--- src/rtl/cxu_fxp_mac.sv ---
// rtl/cxu_fxp_mac.sv - fixed-point multiply/accumulate custom function unit
// One command in flight; results scaled by FRAC_W and optionally saturated.
module cxu_fxp_mac #(
   parameter int DATA_W      = 32,
   parameter int FRAC_W      = 10,
   parameter int ACC_W       = 64,
   parameter int NUM_STATES  = 8,
   parameter int PIPE_STAGES = 2,
   parameter int SAT_EN      = 1
) (
   input  logic              clk,
   input  logic              reset,
   input  logic              cmd_valid,
   output logic              cmd_ready,
   input  logic [2:0]        cmd_payload_function_id,
   input  logic [DATA_W-1:0] cmd_payload_inputs_0,
   input  logic [DATA_W-1:0] cmd_payload_inputs_1,
   input  logic [2:0]        cmd_payload_state_id,
   input  logic [3:0]        cmd_payload_cxu_id,
   input  logic              cmd_payload_ready,
   output logic              rsp_valid,
   input  logic              rsp_ready,
   output logic [DATA_W-1:0] rsp_payload_outputs_0,
   output logic              rsp_payload_ready
);

   typedef enum logic [1:0] {IDLE, BUSY, RESP} state_t;

   localparam int PIPE_N = (PIPE_STAGES > 1) ? PIPE_STAGES - 1 : 1;
   localparam int LAST   = PIPE_N - 1;
   localparam int CNT_W  = (PIPE_STAGES > 2) ? $clog2(PIPE_STAGES) : 1;
   localparam logic [CNT_W-1:0] CNT_LAST = CNT_W'(LAST);
   localparam logic signed [ACC_W-1:0] SAT_MAX =
      {{(ACC_W-DATA_W+1){1'b0}}, {(DATA_W-1){1'b1}}};
   localparam logic signed [ACC_W-1:0] SAT_MIN =
      {{(ACC_W-DATA_W+1){1'b1}}, {(DATA_W-1){1'b0}}};

   state_t                    state;
   logic [CNT_W-1:0]          cnt;
   logic [2:0]                op_q;
   logic [2:0]                s_q;
   logic [DATA_W-1:0]         a_q;
   logic signed [2*DATA_W-1:0] p_pipe [PIPE_N];
   logic signed [ACC_W-1:0]   acc [8];
   logic [DATA_W-1:0]         rsp_out;

   logic                      accept;
   logic                      commit;
   logic signed [2*DATA_W-1:0] prod_in;
   logic signed [2*DATA_W-1:0] p_cur;
   logic [2:0]                cur_op;
   logic [2:0]                cur_s;
   logic [DATA_W-1:0]         cur_a;
   logic                      s_ok;
   logic signed [ACC_W-1:0]   acc_rd;
   logic signed [ACC_W-1:0]   p_ext;
   logic signed [ACC_W-1:0]   mac_sum;
   logic signed [ACC_W-1:0]   acc_wr;
   logic                      wr_en;
   logic [DATA_W-1:0]         result;
   logic                      unused_ign;

   assign unused_ign = ^{cmd_payload_cxu_id, cmd_payload_ready};

   assign prod_in = (2*DATA_W)'($signed(cmd_payload_inputs_0)) *
                    (2*DATA_W)'($signed(cmd_payload_inputs_1));
   assign accept  = (state == IDLE) && cmd_valid;

   // A single-stage pipe resolves on the accept edge itself, straight from the bus.
   assign commit = (PIPE_STAGES == 1) ? accept : ((state == BUSY) && (cnt == CNT_LAST));
   assign cur_op = (PIPE_STAGES == 1) ? cmd_payload_function_id : op_q;
   assign cur_s  = (PIPE_STAGES == 1) ? cmd_payload_state_id : s_q;
   assign cur_a  = (PIPE_STAGES == 1) ? cmd_payload_inputs_0 : a_q;
   assign p_cur  = (PIPE_STAGES == 1) ? prod_in : p_pipe[LAST];

   function automatic logic [DATA_W-1:0] fmt(input logic signed [ACC_W-1:0] x);
      logic signed [ACC_W-1:0] sh;
      sh = x >>> FRAC_W;
      if (SAT_EN != 0) begin
         if (sh > SAT_MAX) sh = SAT_MAX;
         else if (sh < SAT_MIN) sh = SAT_MIN;
      end
      return sh[DATA_W-1:0];
   endfunction

   always_comb begin
      s_ok    = int'(cur_s) < NUM_STATES;
      acc_rd  = s_ok ? acc[cur_s] : '0;
      p_ext   = ACC_W'(p_cur);
      mac_sum = acc_rd + p_ext;
      acc_wr  = '0;
      wr_en   = 1'b0;
      result  = '0;
      case (cur_op)
         3'd0: result = fmt(p_ext);
         3'd1: begin
            acc_wr = mac_sum;
            wr_en  = s_ok;
            result = fmt(mac_sum);
         end
         3'd2: result = fmt(acc_rd);
         3'd3: wr_en = s_ok;
         3'd4: begin
            acc_wr = ACC_W'($signed(cur_a)) <<< FRAC_W;
            wr_en  = s_ok;
            result = cur_a;
         end
         default: result = '0;
      endcase
   end

   always_ff @(posedge clk) begin
      if (!reset) begin
         state   <= IDLE;
         cnt     <= '0;
         op_q    <= '0;
         s_q     <= '0;
         a_q     <= '0;
         rsp_out <= '0;
         for (int i = 0; i < PIPE_N; i++) p_pipe[i] <= '0;
         for (int i = 0; i < 8; i++) acc[i] <= '0;
      end else begin
         for (int i = 1; i < PIPE_N; i++) p_pipe[i] <= p_pipe[i-1];
         case (state)
            IDLE: if (cmd_valid) begin
               op_q      <= cmd_payload_function_id;
               s_q       <= cmd_payload_state_id;
               a_q       <= cmd_payload_inputs_0;
               p_pipe[0] <= prod_in;
               cnt       <= '0;
               state     <= (PIPE_STAGES == 1) ? RESP : BUSY;
            end
            BUSY: begin
               if (cnt == CNT_LAST) state <= RESP;
               else cnt <= cnt + 1'b1;
            end
            RESP: if (rsp_ready) state <= IDLE;
            default: state <= IDLE;
         endcase
         if (commit) begin
            rsp_out <= result;
            if (wr_en) acc[cur_s] <= acc_wr;
         end
      end
   end

   assign cmd_ready             = (state == IDLE);
   assign rsp_valid             = (state == RESP);
   assign rsp_payload_outputs_0 = rsp_out;
   assign rsp_payload_ready     = 1'b1;

endmodule

--- config.mk ---
export PLATFORM = sky130hd
export DESIGN_NAME = cxu_fxp_mac
export DESIGN_NICKNAME = d
export VERILOG_FILES = /design/src/rtl/cxu_fxp_mac.sv
export SDC_FILE = /design/constraint.sdc
export NUM_CORES = 2
export LEC_CHECK = 0
export BUFFER_PORTS_ARGS = -buffer_cell sky130_fd_sc_hd__buf_2
export CORE_ASPECT_RATIO = 1.75
export CORE_MARGIN = 5
export CORE_UTILIZATION = 70
export CTS_BUF_LIST = sky130_fd_sc_hd__clkbuf_2
export CTS_CLUSTER_DIAMETER = 50
export DETAILED_ROUTE_END_ITERATION = 7
export PLACE_DENSITY = 0.91
export SYNTH_ARGS = -nofsm -noshare
export SYNTH_HDL_FRONTEND = slang
export SYNTH_SLANG_ARGS = --single-unit
--- constraint.sdc ---
create_clock -name clk -period 12.44 [get_ports clk]
set_clock_uncertainty 0.1 [all_clocks]
set_input_delay 0.622 -clock clk [delete_from_list [all_inputs] [get_ports clk]]
set_output_delay 0.622 -clock clk [all_outputs]
set_load 0.02 [all_outputs]
==> run summary <==
outcome = finished, final reports clean
Cell Count, Final, Fillers Out = 7886
Critical path buffers and inverters = 7
Mapped Cells = 6532
postcts setup bufs = 0
Rel. slew slack = 13.6%
#FFs+latches synth = 651
Die Height = 423 um
Clock H-tree levels = 3
core area = 96700 um^2
first-pass GRT wire length = 315 mm
initial antenna violation count = 8
share of flip-flops with an asynchronous set or reset after synthesis = 0%
clock latency at the later pin of the worst-skew pair = 1390 ps
Place WS = 2640 ps
Initial Util = 70.4%
Via density = 6.52
syn avg cell area = 10.4 um^2
crit end category = register
Slew @ Worst Pin = 1290 ps
Vias = 51400
dpl hpwl = 141 mm
Final Hold Violating Endpoints = 0
Remaining Overflow, GRT = 0
setup ws final = 3300 ps
Sink Count = 651
CTS tree = done
Synth Cell Area = 68100 um^2
Longest Clk Path Bufs = 3
Std-Cell Rows = 151
vias in the first global route = 57300
drt pass-1 iters = 7
Post-CTS Resized = 0
Main synth FF type = edfxtp_1
Syn-to-layout area delta = 4.40%
final setup TNS = 0 ps
Seq/Total Area, Yosys = 27.6%
IO Pins = 114
worst-path fanout max = 33
layout cells sized above 1 = 8.71%
Final Cycle Share = 73.5%
Post-Syn Nets = 7941
DR iter-0 viols = 5194
synth unique cells = 90
final slew viol count = 0
# port buffers = 107
final WL = 203 mm
Final Setup Violations = 0
slowest stage delay, CP = 870 ps
Top cell by count, worst path = fa_1
WP data required = 13400 ps
CP Class = primary input to register
WL/cell = 25.7 um
crit-path cells = dlygate4sd3_1 > buf_2 > nand2_1 > inv_1 > fa_1 > inv_1 > fa_1 > inv_1 > fa_1 > fa_1 > inv_1 > fa_1 > fa_1 > fa_1 > fa_1 > inv_1 > ha_1 > a21o_1 > a221oi_1 > a21boi_1 > a211oi_1 > o21ai_0 > mux2i_1 > o311ai_0
die width = 246 um
GRT Util Overall = 40.0%
largest net degree at the start of global routing = 66
maximum clock rate = 0.109 GHz
Reg clk slew, reported paths = 120 ps
fin nets = 7888
max_cap viols = 0
Tmin final = 9140 ps
dpl cells = 7611
cts bufs inserted = 117
Routed Antenna Nets = 0
clock root buffer = clkbuf_2
Min-Delay Path Class = primary input to register
CP startpoint kind = primary input
RSZ-0062 raised after global routing = false
drt drc = 0
Arrival @ worst endpoint = 10100 ps
critical path's top delay family = adder cells
Post-synth EDFFs = 576
Placer Congestion = 1.04
Yosys warning count = 0
die footprint = 104000 um^2
CP max-delay cell = fa_1
==> per-layer routing <==
layer,wire (um),global-route usage (%),share of wire [%],vias to the layer above
li1,-,-,-,20900
met1,60800,44.7,30,25100
met2,98500,66.7,49,4068
met3,23900,9.68,12,1391
met4,19300,28.8,9.5,2
met5,15,0,0.0074,-
==> sequential cells by signal, indices dropped and copies added (netlist names), named ones only <==
name / count
cur_op: 3
state: 2
cur_s: 3
acc: 512
p_pipe: 64
rsp_payload_outputs_0: 32
a_q: 32
==> area by class of cell <==
cell class / count / area [um^2]
multi-input cells: 4493 / 44200
fillers: 6353 / 25600
flip-flops and latches: 651 / 18800
inverters: 1006 / 3780
well taps: 1300 / 1630
repair buffers: 210 / 1440
clock buffers: 155 / 776
clock inverters: 64 / 434
diodes: 7 / 17.5
==> worst paths after layout <==
path / endpoint / slack (ps) / startpoint / cells past startpoint
max reg2reg: rsp_payload_outputs_0[26]$_SDFFE_PN0N_ / 4630 / register / 17
max: p_pipe[0][62]$_SDFFCE_PN0P_ / 3300 / cmd_payload_inputs_0[31] / 24
min reg2reg: a_q[31]$_SDFFE_PN0P_ / 410 / a_q[31]$_SDFFE_PN0P_ / 1
min: state[1]$_SDFFE_PN0P_ / 230 / rsp_ready / 4
==> through the flow <==
stage	hold WS (ps)	util [%]	cell area (um^2)
global route	171	73.5	71100
finish	232	73.5	71100
floorplan	341	-	68100
CTS	96.8	73.5	71100
global placement	357	71.7	69400
detailed placement	381	71.7	69400
==> cell usage after synthesis (all sizes together), types with 37 or more instances <==
| master | instances | area [um^2] |
|---|---|---|
| mux2 | 45 | 507 |
| mux4 | 128 | 2880 |
| dfxtp | 75 | 1500 |
| a21oi | 236 | 1190 |
| nor2 | 693 | 2600 |
| fa | 1083 | 21700 |
| nor2b | 37 | 231 |
| o21ai | 147 | 736 |
| xnor2 | 73 | 639 |
| xor2 | 45 | 394 |
| and2 | 542 | 3390 |
| edfxtp | 576 | 17300 |
| inv | 1006 | 3780 |
| nand2 | 665 | 2500 |
| a21o | 58 | 435 |
| a22o | 38 | 333 |
| nand4 | 41 | 257 |
| ha | 247 | 3090 |
| clkbuf | 346 | 1300 |
==> timing repair <==
item                       4_1_cts  5_1_grt
hold buffers                    49        0
setup endpoints to repair        0        0
hold endpoints to repair        74        0
==> cell usage in the layout, fill, tap and decap left out, types with 73 or more instances in the layout <==
cell and instances:
o21ai_0 144, fa_1 1083, a21oi_1 235, nor2_1 692, and2_1 541, buf_2 107, edfxtp_1 576, xnor2_1 73
clkbuf_2 155, nand2_1 650, inv_1 1004, mux4_2 128, ha_1 247
==> tightest hold or removal path, delay by kind of cell <==
kind / cells / cell delay (ps)
compound gates: 1 / 110
buf+inv: 2 / 710
simple gates: 1 / 120
==> cell families (layout without fill, tap and decap cells) <==
logic type	Yosys count	after routing	synth area share, %
AOI/OAI and AO/OA	719	719	6.92
and+or+nand+nor	2128	2128	14.5
muxes	197	197	5.33
DFF	651	651	27.6
xor gates and xnor gates	118	118	1.52
buffers and inverters	1388	1435	7.72
adders and majority gates	1330	1330	36.4
other	1	8	0.00551
Power is left out: the tool's default activity adds up to more than one toggle a clock period on the data nets, which glitch-free logic cannot reach.
